==> config.mk <==
export PLATFORM = sky130hd
export DESIGN_NAME = condicionador_botoes
export DESIGN_NICKNAME = d
export VERILOG_FILES = /design/src/rtl/condicionador_botoes.sv
export SDC_FILE = /design/constraint.sdc
export NUM_CORES = 1
export LEC_CHECK = 0
export ABC_CLOCK_PERIOD_IN_PS = 1900
export BUFFER_PORTS_ARGS = -buffer_cell sky130_fd_sc_hd__buf_2
export CORE_MARGIN = 4
export CORE_UTILIZATION = 30
export DETAILED_ROUTE_END_ITERATION = 7
export MAX_ROUTING_LAYER = met4
export PLACE_DENSITY_LB_ADDON = 0.1
export SETUP_SLACK_MARGIN = 0.3
export SYNTH_ARGS = -nofsm -noshare
export SYNTH_HDL_FRONTEND = slang
export SYNTH_SLANG_ARGS = --single-unit
==> constraint.sdc <==
create_clock -name clock -period 1.9 [get_ports clock]
set_input_delay 0.285 -clock clock [delete_from_list [all_inputs] [get_ports clock]]
set_output_delay 0.285 -clock clock [all_outputs]
set_load 0.02 [all_outputs]
==> src/rtl/condicionador_botoes.sv <==
// Button conditioning for the neurosync game core.
// Synchronizes the raw button bus, debounces presses and releases, and turns
// each accepted press into exactly one single-cycle event: "jogada" with a
// held one-hot code for a single button, or "jogada_invalida" for a chord.
// A new press is only considered after all buttons have been stably released.
module condicionador_botoes #(
    parameter int N_BOTOES        = 4,
    parameter int DEBOUNCE_CICLOS = 5
) (
    input  logic                clock,
    input  logic                reset,
    input  logic                limpa,
    input  logic [N_BOTOES-1:0] botoes,
    output logic                jogada,
    output logic [N_BOTOES-1:0] jogada_codigo,
    output logic                jogada_invalida,
    output logic                ocupado
);

    localparam int CW = $clog2(DEBOUNCE_CICLOS + 1);
    localparam logic [CW-1:0] CNT_MAX = CW'(DEBOUNCE_CICLOS - 1);
    localparam logic [CW-1:0] CNT_ZERO = CW'(0);
    localparam logic [CW-1:0] CNT_UM = CW'(1);
    localparam logic [N_BOTOES-1:0] BOT_ZERO = {N_BOTOES{1'b0}};

    typedef enum logic [2:0] {
        OCIOSO       = 3'd0,
        FILTRANDO    = 3'd1,
        EMITE        = 3'd2,
        ESPERA_SOLTA = 3'd3,
        SOLTANDO     = 3'd4
    } estado_t;

    // True when exactly one bit of the vector is set.
    function automatic logic eh_one_hot(input logic [N_BOTOES-1:0] v);
        logic [N_BOTOES-1:0] v_menos_um;
        v_menos_um = v - {{(N_BOTOES-1){1'b0}}, 1'b1};
        return (v != BOT_ZERO) && ((v & v_menos_um) == BOT_ZERO);
    endfunction

    logic [N_BOTOES-1:0] r_sinc_meta;
    logic [N_BOTOES-1:0] r_sinc;
    estado_t             r_estado;
    logic [CW-1:0]       r_cnt;
    logic [N_BOTOES-1:0] r_amostra;
    logic                r_jogada;
    logic                r_jogada_invalida;
    logic [N_BOTOES-1:0] r_jogada_codigo;
    logic                r_ocupado;

    estado_t             w_prox_estado;
    logic [CW-1:0]       w_prox_cnt;
    logic [N_BOTOES-1:0] w_prox_amostra;
    logic                w_emite;
    logic                w_valida;

    // Two-flop synchronizer bringing the asynchronous buttons into the clock domain.
    always_ff @(posedge clock or negedge reset) begin
        if (!reset) begin
            r_sinc_meta <= BOT_ZERO;
            r_sinc      <= BOT_ZERO;
        end else if (limpa) begin
            r_sinc_meta <= BOT_ZERO;
            r_sinc      <= BOT_ZERO;
        end else begin
            r_sinc_meta <= botoes;
            r_sinc      <= r_sinc_meta;
        end
    end

    // Next-state, debounce counter and captured-sample logic of the press/release FSM.
    always_comb begin
        w_prox_estado  = r_estado;
        w_prox_cnt     = r_cnt;
        w_prox_amostra = r_amostra;
        case (r_estado)
            OCIOSO: begin
                if (r_sinc != BOT_ZERO) begin
                    w_prox_estado  = FILTRANDO;
                    w_prox_amostra = r_sinc;
                    w_prox_cnt     = CNT_ZERO;
                end else begin
                    w_prox_cnt = CNT_ZERO;
                end
            end
            FILTRANDO: begin
                if (r_sinc == r_amostra) begin
                    if (r_cnt == CNT_MAX) begin
                        w_prox_estado = EMITE;
                    end else begin
                        w_prox_cnt = r_cnt + CNT_UM;
                    end
                end else if (r_sinc == BOT_ZERO) begin
                    // Press shorter than the window: discard it.
                    w_prox_estado = OCIOSO;
                    w_prox_cnt    = CNT_ZERO;
                end else begin
                    // Bounce or chord change: restart the window on the new pattern.
                    w_prox_amostra = r_sinc;
                    w_prox_cnt     = CNT_ZERO;
                end
            end
            EMITE: begin
                w_prox_estado = ESPERA_SOLTA;
                w_prox_cnt    = CNT_ZERO;
            end
            ESPERA_SOLTA: begin
                if (r_sinc != BOT_ZERO) begin
                    w_prox_cnt = CNT_ZERO;
                end else begin
                    w_prox_estado = SOLTANDO;
                    w_prox_cnt    = CNT_ZERO;
                end
            end
            SOLTANDO: begin
                if (r_sinc != BOT_ZERO) begin
                    // Release bounce: go back to waiting, no new event.
                    w_prox_estado = ESPERA_SOLTA;
                    w_prox_cnt    = CNT_ZERO;
                end else if (r_cnt == CNT_MAX) begin
                    w_prox_estado = OCIOSO;
                    w_prox_cnt    = CNT_ZERO;
                end else begin
                    w_prox_cnt = r_cnt + CNT_UM;
                end
            end
            default: begin
                w_prox_estado  = OCIOSO;
                w_prox_cnt     = CNT_ZERO;
                w_prox_amostra = BOT_ZERO;
            end
        endcase
    end

    // The event pulse is registered on the same edge that enters EMITE.
    assign w_emite  = (r_estado == FILTRANDO) && (w_prox_estado == EMITE);
    assign w_valida = eh_one_hot(r_amostra);

    // FSM state, counter, sample and all registered outputs.
    always_ff @(posedge clock or negedge reset) begin
        if (!reset) begin
            r_estado          <= OCIOSO;
            r_cnt             <= CNT_ZERO;
            r_amostra         <= BOT_ZERO;
            r_jogada          <= 1'b0;
            r_jogada_invalida <= 1'b0;
            r_jogada_codigo   <= BOT_ZERO;
            r_ocupado         <= 1'b0;
        end else if (limpa) begin
            r_estado          <= OCIOSO;
            r_cnt             <= CNT_ZERO;
            r_amostra         <= BOT_ZERO;
            r_jogada          <= 1'b0;
            r_jogada_invalida <= 1'b0;
            r_jogada_codigo   <= BOT_ZERO;
            r_ocupado         <= 1'b0;
        end else begin
            r_estado          <= w_prox_estado;
            r_cnt             <= w_prox_cnt;
            r_amostra         <= w_prox_amostra;
            r_jogada          <= w_emite && w_valida;
            r_jogada_invalida <= w_emite && !w_valida;
            r_ocupado         <= (w_prox_estado != OCIOSO);
            if (w_emite && w_valida) begin
                r_jogada_codigo <= r_amostra;
            end else begin
                r_jogada_codigo <= r_jogada_codigo;
            end
        end
    end

    assign jogada          = r_jogada;
    assign jogada_invalida = r_jogada_invalida;
    assign jogada_codigo   = r_jogada_codigo;
    assign ocupado         = r_ocupado;

endmodule

# Word-level counts from Yosys, hierarchy flattened
# Index checks and enable logic that the tools add are counted.
# op_classes
reduce_logical	14
magnitude_cmp	0
mul	0
n_addsub	2
div	0
n_shift	0
n_eq_ne	12
mux	27
bitwise_logic	1
# ops
cell	count
3-bit 2-to-1 mux	13
4-bit 2-to-1 mux	8
3-bit case mux with 5 select lines	1
4-bit case mux with 3 select lines	1
3-bit by 2-bit == test with 1-bit output (second input constant)	3
3-bit inequality test (second input constant)	3
4-bit logical NOT	2
4-bit nonzero test	2
3-bit == test (second input constant)	2
3-bit case mux with 2 select lines	1
4-bit bitwise AND	1
4-bit == test	1
1-bit logical AND	4
4-bit inequality test (second input constant)	1
4-bit AND reduction	1
4-bit by 1-bit subtractor with 4-bit output (second input constant)	1
3-bit by 1-bit adder with 3-bit output (second input constant)	1
3-bit by 1-bit == test with 1-bit output (second input constant)	1
3-bit logical NOT	1
1-bit 2-to-1 mux	3
3-bit nonzero test	1
3-bit OR reduction	1
2-bit by 1-bit inequality test with 1-bit output (second input constant)	1
2-bit nonzero test	1
1-bit logical NOT	1
# totals
register_bits	25
word_cells	65
n_memories	0
ramBits	0
latchBits	0
mem_bits_ro	0
out_inout_bits	7

# Logic depth before layout (Yosys ltp)
# Gate-level depths: netlist of the first run.
# logic_depth
word_depth	9
mapped_depth	7
depth_no_buf	7

# Worst setup path before layout of the first run
# Ideal clock, no wire load.
# synth_path
kind	register to register
startpoint	register r_sinc[1]
endpoint	register r_ocupado, in the netlist ocupado
setup_time_ns	0.136
path_stages_with_launch	7
synth_period_minus_slack_ns	1.718
required_ns	1.764
arrival_ns	1.582
slack_ns	0.182
path_cell_list	dfrtp_1 -> or4_1 -> clkbuf_1 -> o211a_1 -> a31oi_1 -> and2_1 -> a31oi_1
# synth_via
elab_chain_cells	6
elab_cells_between_ends	11
classes_between	eq/ne: 1; mux: 7; reduce/logical: 3
# synth_lines
item	line_no	text
from (decl)	42	logic [N_BOTOES-1:0] r_sinc;
from (signal assigned)	67	r_sinc <= r_sinc_meta;
4-bit logical NOT	93	end else if (r_sinc == BOT_ZERO) begin
3-bit 2-to-1 mux	93	
3-bit 2-to-1 mux	87	if (r_sinc == r_amostra) begin
3-bit case mux with 5 select lines (*)	76	case (r_estado)
3-bit nonzero test (*)	163	r_ocupado <= (w_prox_estado != OCIOSO);
1-bit 2-to-1 mux (*)	149	end else if (limpa) begin
to (signal assigned)	163	
to (decl)	49	logic r_ocupado;
# Every way passes the cells marked *; elsewhere a longest branch is shown, timed or not.
# A chain may end at the register's enable or synchronous reset.

# Worst setup path in the final report of the first run
# Ends and elaborated chain as after synthesis.

==> metrics.cfg, run 1 <==
[global_routing]
grt_pass1_wl_um=3980
grt_pass1_vias=896
grt_max_degree=26
grt_usage_pct=10.1
antenna_found_initial=0
overflow=0

[yosys]
synth_edf_count=0
yosysSeqAreaShare_pct=53.8
ys_types=29
synth_seq_cells=25
synth.most_common_cell=dfrtp_1
synth.top_cells.by_count=25 x dfrtp_1, 10 x nor2_1, 9 x inv_1, 9 x mux2i_1
synthTopCellsByArea=dfrtp_1 54%, mux2i_1 7.7%, nor2b_1 4.3%, nor2_1 3.2%, xnor2_1 3.0%
syn_inst=109
synth.top_cell.area_share_pct=53.8
synthArstFlopShare_pct=100
yosys.area.top_type=dfrtp_1
ys.flop_type=dfrtp_1
yosys_warnings=0
syn-num-nets=118
netlist_area_mm2=0.00116
postSynthAreaPerCell_um2=10.7

[sta]
holdWs_ns=-0.0105
final.period_utilization_pct=90.5
setup_viol=0
hold_viol=25
fin_setup_tns_ns=0
worst_pin_slew_ns=0.559
grt_setup_unrepaired=yes
max_slew_margin_pct=62.7
skew_ns=0.00494
fmax_ghz=0.582
drv_slew=0
setup_slack_ns=0.180
period_minus_slack_ns=1.72

[critical_path]
crit_top_cell=a31oi_1
worstPathCellList=or4_4, o211a_1, a31oi_1, and2_1, a31oi_1
critPathSlowestCell=or4_4
critPathLaunchType=flip-flop
criticalPathCategory=reg2reg
cp_top_family=simple AND/OR/NAND/NOR gates
cp-startpoint=r_sinc[1]
cp_max_fo=4
timing.rr.start=r_sinc[1]
worstSetupEndpoint=ocupado
crit_path_end_kind=flip-flop
r2r_slack_ns=0.18
cp_num_buf_inv=0
r2r-end=ocupado
required_ns=2.05
critPathArrivalTime_ns=1.87
worst-path-stages=5
r2r_cells=5
slowest_delay_ns=0.57

[pwr]
pwr-share-comb_pct=16.0
clock_power_share_pct=30.2
seqPwrFrac_pct=53.8
p_switching_uw=295
p_per_area_mw_per_mm2=770
p_int_uw=778
p_leak_uw=0.000633
switching_share_pct=27.5
peakVddDrop_mv=0.256

[die]
die_x_um=70.3
initial_core_util_pct=31.3
io_pins=14
coreArea_mm2=0.00372
rows=22
die_area_mm2=0.00494
dieHeight_um=70.3

[clock_network]
cts_made_buffers=3
cts.sinks=25
path_clk_slew_ns=0.09
clockBufferDepth=2
tritoncts=built
clock_latency_ns=0.27
clock-root-buffer=clkbuf_8
htree_levels=1

[routing]
drc=0
ant_nets=0
vias_per_cell=4.76
drtPass1Iterations=4
routed_wl_um=2140
via_count=842
drt_iter0_drc=52
post_drt_wl_per_cell_um=12.1

[layout]
drive_above_1_share_pct=25.6
syn2layout_area_growth_pct=19.7
fin_area_mm2=0.00139
fill_cells=378
final_core_util_pct=37.5
n_antenna_cell=0
nets=139

[place]
hpwl_um=1620
dp_slack_ns=0.112
gp_congestion=0.725
place_area_mm2=0.00130
portBuffers=13

[job]
cap_violations=0

[run_status]
status=finished, violations left
violations=negative hold slack

[hold_path]
min-delay-path-class=in2async

-- area by class of cell --
class	count	area [um^2]	share of cell area, %
clock buffers	3	41.3	2.96
clock inverters	1	7.51	0.539
inverters	9	33.8	2.43
multi-input cells	72	512	36.7
flip-flops and latches	25	628	45.1
well taps	48	60.1	4.31
repair buffers	19	110	7.91
-- state kept, by name, indices dropped and copies added, names as in the netlist --
signal and cells:
jogada 1, r_estado 3, r_sinc_meta 4, r_cnt 3, r_amostra 4, r_sinc 4
jogada_codigo 4, jogada_invalida 1, ocupado 1
-- kinds of logic after synthesis --
kind of cell    Yosys count  share of synthesized area (%)
compound gates           17                           11.1
mux                       9                           7.74
buf+inv                  12                           3.87
flops                    25                           53.8
simple gates             39                           17.6
fa+ha+maj                 2                           2.15
xor+xnor                  5                           3.76
-- cell usage in the layout, fill, tap and decap left out, types with 2 or more instances in the layout --
| master | n |
|---|---|
| a21oi_1 | 4 |
| a31oi_1 | 4 |
| buf_2 | 13 |
| buf_4 | 6 |
| clkbuf_8 | 3 |
| dfrtp_1 | 23 |
| dfrtp_2 | 2 |
| ha_1 | 2 |
| inv_1 | 9 |
| mux2i_1 | 9 |
| nand2_1 | 7 |
| nand3_1 | 2 |
| nand4_1 | 2 |
| nor2_1 | 9 |
| nor2b_1 | 8 |
| nor3_1 | 2 |
| nor3_2 | 2 |
| o21ai_0 | 2 |
| xnor2_1 | 4 |
-- metal layers --
metal  vias up  share of wire (%)  wire length, um  global-route usage [%]
li1        409                  -                -                       -
met1       408                 47             1010                    12.1
met2        20                 45              972                    15.8
met3         5                4.9              106                    2.59
met4         0                2.2               48                    5.11
met5         -                  0                0                       -
-- power by group through the flow --
stage	sequential (uW)	combinational, uW	clock [uW]
3_5_place_dp	587	159	0
6_report	577	172	324
3_3_place_gp	586	155	0
4_1_cts	577	173	339
5_1_grt	580	196	357
2_1_floorplan	585	113	0
-- how the worst min path moves through the flow --
stage                       endpoint  slack, ns  cells past startpoint
finish              jogada_codigo[0]      -0.01                      1
global route        jogada_codigo[0]       0.02                      1
CTS                 jogada_codigo[0]      0.006                      1
detailed placement  jogada_codigo[0]       0.31                      1
global placement    jogada_codigo[2]       0.30                      1
floorplan                     jogada      -0.01                      0
-- through the flow --
step           hold slack (ns)  power, uW  cells
6_report               -0.0105       1070    177
3_5_place_dp             0.309        746    170
2_1_floorplan          -0.0106        698    109
4_1_cts                0.00634       1090    177
3_3_place_gp             0.304        741    170
5_1_grt                 0.0248       1130    177
-- repair_timing --
action | in CTS | in global routing
hold buffers | 0 | 0
setup endpoints to repair | 15 | 16
gates resized for setup | 5 | 2
buffers inserted | 3 | 0
pin swaps | 2 | 0
Note: power is estimated with default switching activity, not from simulation.
==> run 2, diff against run 1 <==
--- a/config.mk
+++ b/config.mk
@@ -5,7 +5,7 @@
 export SDC_FILE = /design/constraint.sdc
 export NUM_CORES = 1
 export LEC_CHECK = 0
-export ABC_CLOCK_PERIOD_IN_PS = 1900
+export ABC_CLOCK_PERIOD_IN_PS = 2000
 export BUFFER_PORTS_ARGS = -buffer_cell sky130_fd_sc_hd__buf_2
 export CORE_MARGIN = 4
 export CORE_UTILIZATION = 30
==> constraint.sdc (replaced) <==
create_clock -name clock -period 2 [get_ports clock]
set_input_delay 0.3 -clock clock [delete_from_list [all_inputs] [get_ports clock]]
set_output_delay 0.3 -clock clock [all_outputs]
set_load 0.02 [all_outputs]
==> metrics.cfg, run 2 (synthesized netlist as in run 1, its figures left out) <==
[routing]
vias_per_cell=4.61
drtPass1Iterations=4
routed_wl_um=2210
drt_iter0_drc=39
ant_nets=0
via_count=820
post_drt_wl_per_cell_um=12.4
drc=0

[critical_path]
critPathLaunchType=flip-flop
cp_num_buf_inv=0
required_ns=2.14
r2r_slack_ns=0.29
cp_top_family=compound AO/OA/AOI/OAI gates
cp-startpoint=r_sinc[3]
cp_max_fo=4
worstPathCellList=or4_4, o211a_1, a21oi_1, o21a_1, a31oi_1
critPathArrivalTime_ns=1.85
criticalPathCategory=reg2reg
crit_path_end_kind=flip-flop
timing.rr.start=r_sinc[3]
slowest_delay_ns=0.57
r2r-end=ocupado
critPathSlowestCell=or4_4
r2r_cells=5

[global_routing]
grt_usage_pct=9.84
antenna_found_initial=0
grt_pass1_vias=830
overflow=0
grt_max_degree=26
grt_pass1_wl_um=3800

[clock_network]
tritoncts=built
htree_levels=1
path_clk_slew_ns=0.08
clockBufferDepth=2
cts-hold-fix-buffers=0
cts.sinks=25
cts_made_buffers=3
clock-root-buffer=clkbuf_8
clock_latency_ns=0.26

[pwr]
p_leak_uw=0.000636
p_per_area_mw_per_mm2=717
finalPower_uw=1000
peakVddDrop_mv=0.335

[sta]
final.period_utilization_pct=85.6
hold_viol=0
max_slew_margin_pct=63.5
drv_slew=0
fmax_ghz=0.584
period_minus_slack_ns=1.71
worst_pin_slew_ns=0.547
fin_setup_tns_ns=0
setup_viol=0
skew_ns=0.00483
grt_setup_unrepaired=yes

[place]
hpwl_um=1630
placedCellCount=169
place_area_mm2=0.00129
gp_congestion=0.802
portBuffers=13

[run_status]
status=complete, no violations

[layout]
final_cell_count_no_fill=178
nets=140
n_antenna_cell=0
layout_commonest_cell=dfrtp_1
final_core_util_pct=37.6
mostFrequentLayoutCells=24 x dfrtp_1, 13 x buf_2, 9 x inv_1, 9 x nor2_1, 9 x mux2i_1
fin_area_mm2=0.00140
drive_above_1_share_pct=25.4
syn2layout_area_growth_pct=20.1

[die]
rows=22
dieHeight_um=70.3
die_area_mm2=0.00494
coreArea_mm2=0.00372
initial_core_util_pct=31.3
io_pins=14
die_x_um=70.3

[job]
cap_violations=0

[hold_path]
min-delay-path-class=in2async

[run 2: cell types whose count changed in the layout (fill, tap and decap cells not counted), sizes merged]
cell / delta
buf: +1
clkinvlp: -1
clkbuf: +1
[run 2: final cells by class]
type                            instances  area [um^2]
Sequential cell                        25          627
Multi-Input combinational cell         72          514
Timing Repair Buffer                   20          118
Inverter                                9         33.8
Fill cell                             383         2320
Clock buffer                            4         45.0
Tap cell                               48         60.1
[run 2: repair_timing]
action / CTS / global route
setup buffers: 3 / 2
gates resized for setup: 2 / 6
pin swaps: 2 / 6
setup endpoints to repair: 10 / 13
[run 2: worst reg2reg max path: stages, from the launching register on]
cell,delay (ns)
dfrtp_1,0.41
or4_4,0.57
o211a_1,0.24
a21oi_1,0.11
o21a_1,0.17
a31oi_1,0.09
[run 2: metal layers]
layer	global-route usage (%)	vias up	wire (um)
li1	-	410	-
met1	11.9	390	1020
met2	16.1	18	1050
met3	3.17	2	116
met4	1.91	0	19
met5	-	-	0
[run 2: report_power, final]
part           internal [uW]  switching [uW]
clock network            142             144
registers                529            18.4
logic                   71.6            96.2
total                    743             259
[run 2: worst max path at each step]
stage / endpoint / slack [ns] / cells after the start
detailed placement: ocupado / 0.15 / 5
finish: ocupado / 0.29 / 5
global placement: ocupado / 0.14 / 5
CTS: ocupado / 0.28 / 5
floorplan: ocupado / 0.30 / 6
global route: ocupado / 0.19 / 5
[run 2: stage by stage]
step | worst slack, ns | hold slack [ns]
after detailed placement | 0.148 | 0.329
after global placement | 0.145 | 0.325
final | 0.287 | 0.0144
after CTS | 0.282 | 0.0360
after global routing | 0.189 | 0.0613
after floorplan | 0.302 | 0.00441
==> run 3, diff against run 2 <==
--- a/config.mk
+++ b/config.mk
@@ -5,7 +5,7 @@
 export SDC_FILE = /design/constraint.sdc
 export NUM_CORES = 1
 export LEC_CHECK = 0
-export ABC_CLOCK_PERIOD_IN_PS = 2000
+export ABC_CLOCK_PERIOD_IN_PS = 2200
 export BUFFER_PORTS_ARGS = -buffer_cell sky130_fd_sc_hd__buf_2
 export CORE_MARGIN = 4
 export CORE_UTILIZATION = 30
==> constraint.sdc (replaced) <==
create_clock -name clock -period 2.2 [get_ports clock]
set_input_delay 0.33 -clock clock [delete_from_list [all_inputs] [get_ports clock]]
set_output_delay 0.33 -clock clock [all_outputs]
set_load 0.02 [all_outputs]
==> metrics.cfg, run 3 (synthesized netlist as in run 1, its figures left out) <==
[routing]
vias_per_cell=4.62
via_count=794
drtPass1Iterations=4
ant_nets=0
drc=0
routed_wl_um=2110
post_drt_wl_per_cell_um=12.3
drt_iter0_drc=31

[die]
die_x_um=70.3
coreArea_mm2=0.00372
rows=22
die_area_mm2=0.00494
io_pins=14
initial_core_util_pct=31.3
dieHeight_um=70.3

[sta]
hold_viol=0
setup_viol=0
period_minus_slack_ns=1.78
skew_ns=0.00496
worst_pin_slew_ns=0.552
fmax_ghz=0.563
final.period_utilization_pct=80.8
max_slew_margin_pct=63.2
fin_setup_tns_ns=0
drv_slew=0
grt_setup_unrepaired=no

[critical_path]
timing.rr.start=r_amostra[3]
crit_path_end_kind=flip-flop
r2r_cells=5
critPathArrivalTime_ns=1.92
critPathLaunchType=flip-flop
r2r_slack_ns=0.42
cp_max_fo=6
r2r-end=r_amostra[0]
criticalPathCategory=reg2reg
required_ns=2.34

[layout]
drive_above_1_share_pct=17.7
fin_area_mm2=0.00134
syn2layout_area_growth_pct=14.9
nets=134
n_antenna_cell=0
layout_commonest_cell=dfrtp_1
mostFrequentLayoutCells=25 x dfrtp_1, 13 x buf_2, 10 x nor2_1, 9 x inv_1, 9 x mux2i_1

[run_status]
status=complete, no violations

[pwr]
peakVddDrop_mv=0.238
p_per_area_mw_per_mm2=683
p_int_uw=660
p_leak_uw=0.000606
clock_power_share_pct=31.1
switching_share_pct=27.7
seqPwrFrac_pct=54.5
p_switching_uw=253
pwr-share-comb_pct=14.5

[clock_network]
path_clk_slew_ns=0.10
cts_made_buffers=3
htree_levels=1
clock-root-buffer=clkbuf_8
tritoncts=built
clock_latency_ns=0.27
clockBufferDepth=2
cts.sinks=25

[global_routing]
grt_usage_pct=9.29
overflow=0
grt_pass1_wl_um=3630
grt_pass1_vias=800
grt_max_degree=26
antenna_found_initial=0

[hold_path]
min-delay-path-class=in2async

[place]
hpwl_um=1550
gp_congestion=0.744
portBuffers=13
place_area_mm2=0.00128

[job]
cap_violations=0

## run 3: repair_timing
item	in CTS	in global routing
gates resized for setup	0	1
endpoints found under the setup margin	0	7
buffers inserted	0	1
hold buffers	0	0
## run 3: stage by stage
step	setup WS (ns)	cells	hold WS, ns	power (uW)	util, %
4_1_cts	0.341	171	0.0633	922	35.7
3_5_place_dp	0.362	167	0.360	640	34.4
2_1_floorplan	0.482	109	0.0344	603	-
6_report	0.422	172	0.0342	913	36.0
5_1_grt	0.306	172	0.0826	969	36.0
3_3_place_gp	0.352	167	0.354	636	34.4
## run 3: worst max-delay path by stage
stage	start	end	slack (ns)	cells after the start
floorplan	r_sinc[1]	ocupado	0.48	6
global placement	r_sinc[1]	ocupado	0.35	5
detailed placement	r_sinc[1]	ocupado	0.36	5
CTS	r_sinc[1]	ocupado	0.34	5
global route	r_cnt[0]	jogada_codigo[1]	0.31	7
finish	r_amostra[3]	r_amostra[0]	0.42	5
## run 3: layout make-up
cell class | instances | area [um^2]
timing repair buffer | 14 | 72.6
clock buffer | 3 | 41.3
inverter | 9 | 33.8
fill | 386 | 2380
sequential | 25 | 626
clock inverter | 1 | 7.51
tap | 48 | 60.1
multi-input combinational | 72 | 497
## run 3: worst max-delay path: stages, from the launching register on
cell	delay, ns
dfrtp_1	0.46
xnor2_1	0.21
nand4_2	0.19
nor3_2	0.40
nor2_1	0.22
mux2i_1	0.16
## run 3: routing by layer
metal  GRT usage [%]  vias to the layer above  part of all wire (%)
met1            12.1                      382                    50
met3            2.30                        2                   3.7
li1                -                      400                     -
met5               -                        -                     0
met4            3.40                        0                  0.90
met2            13.9                       10                    46
## run 3: power groups by stage
stage	Combinational (uW)	Sequential (uW)	Clock [uW]
5_1_grt	152	500	317
2_1_floorplan	97.6	505	0
3_5_place_dp	133	506	0
4_1_cts	134	497	291
6_report	132	497	284
3_3_place_gp	131	505	0
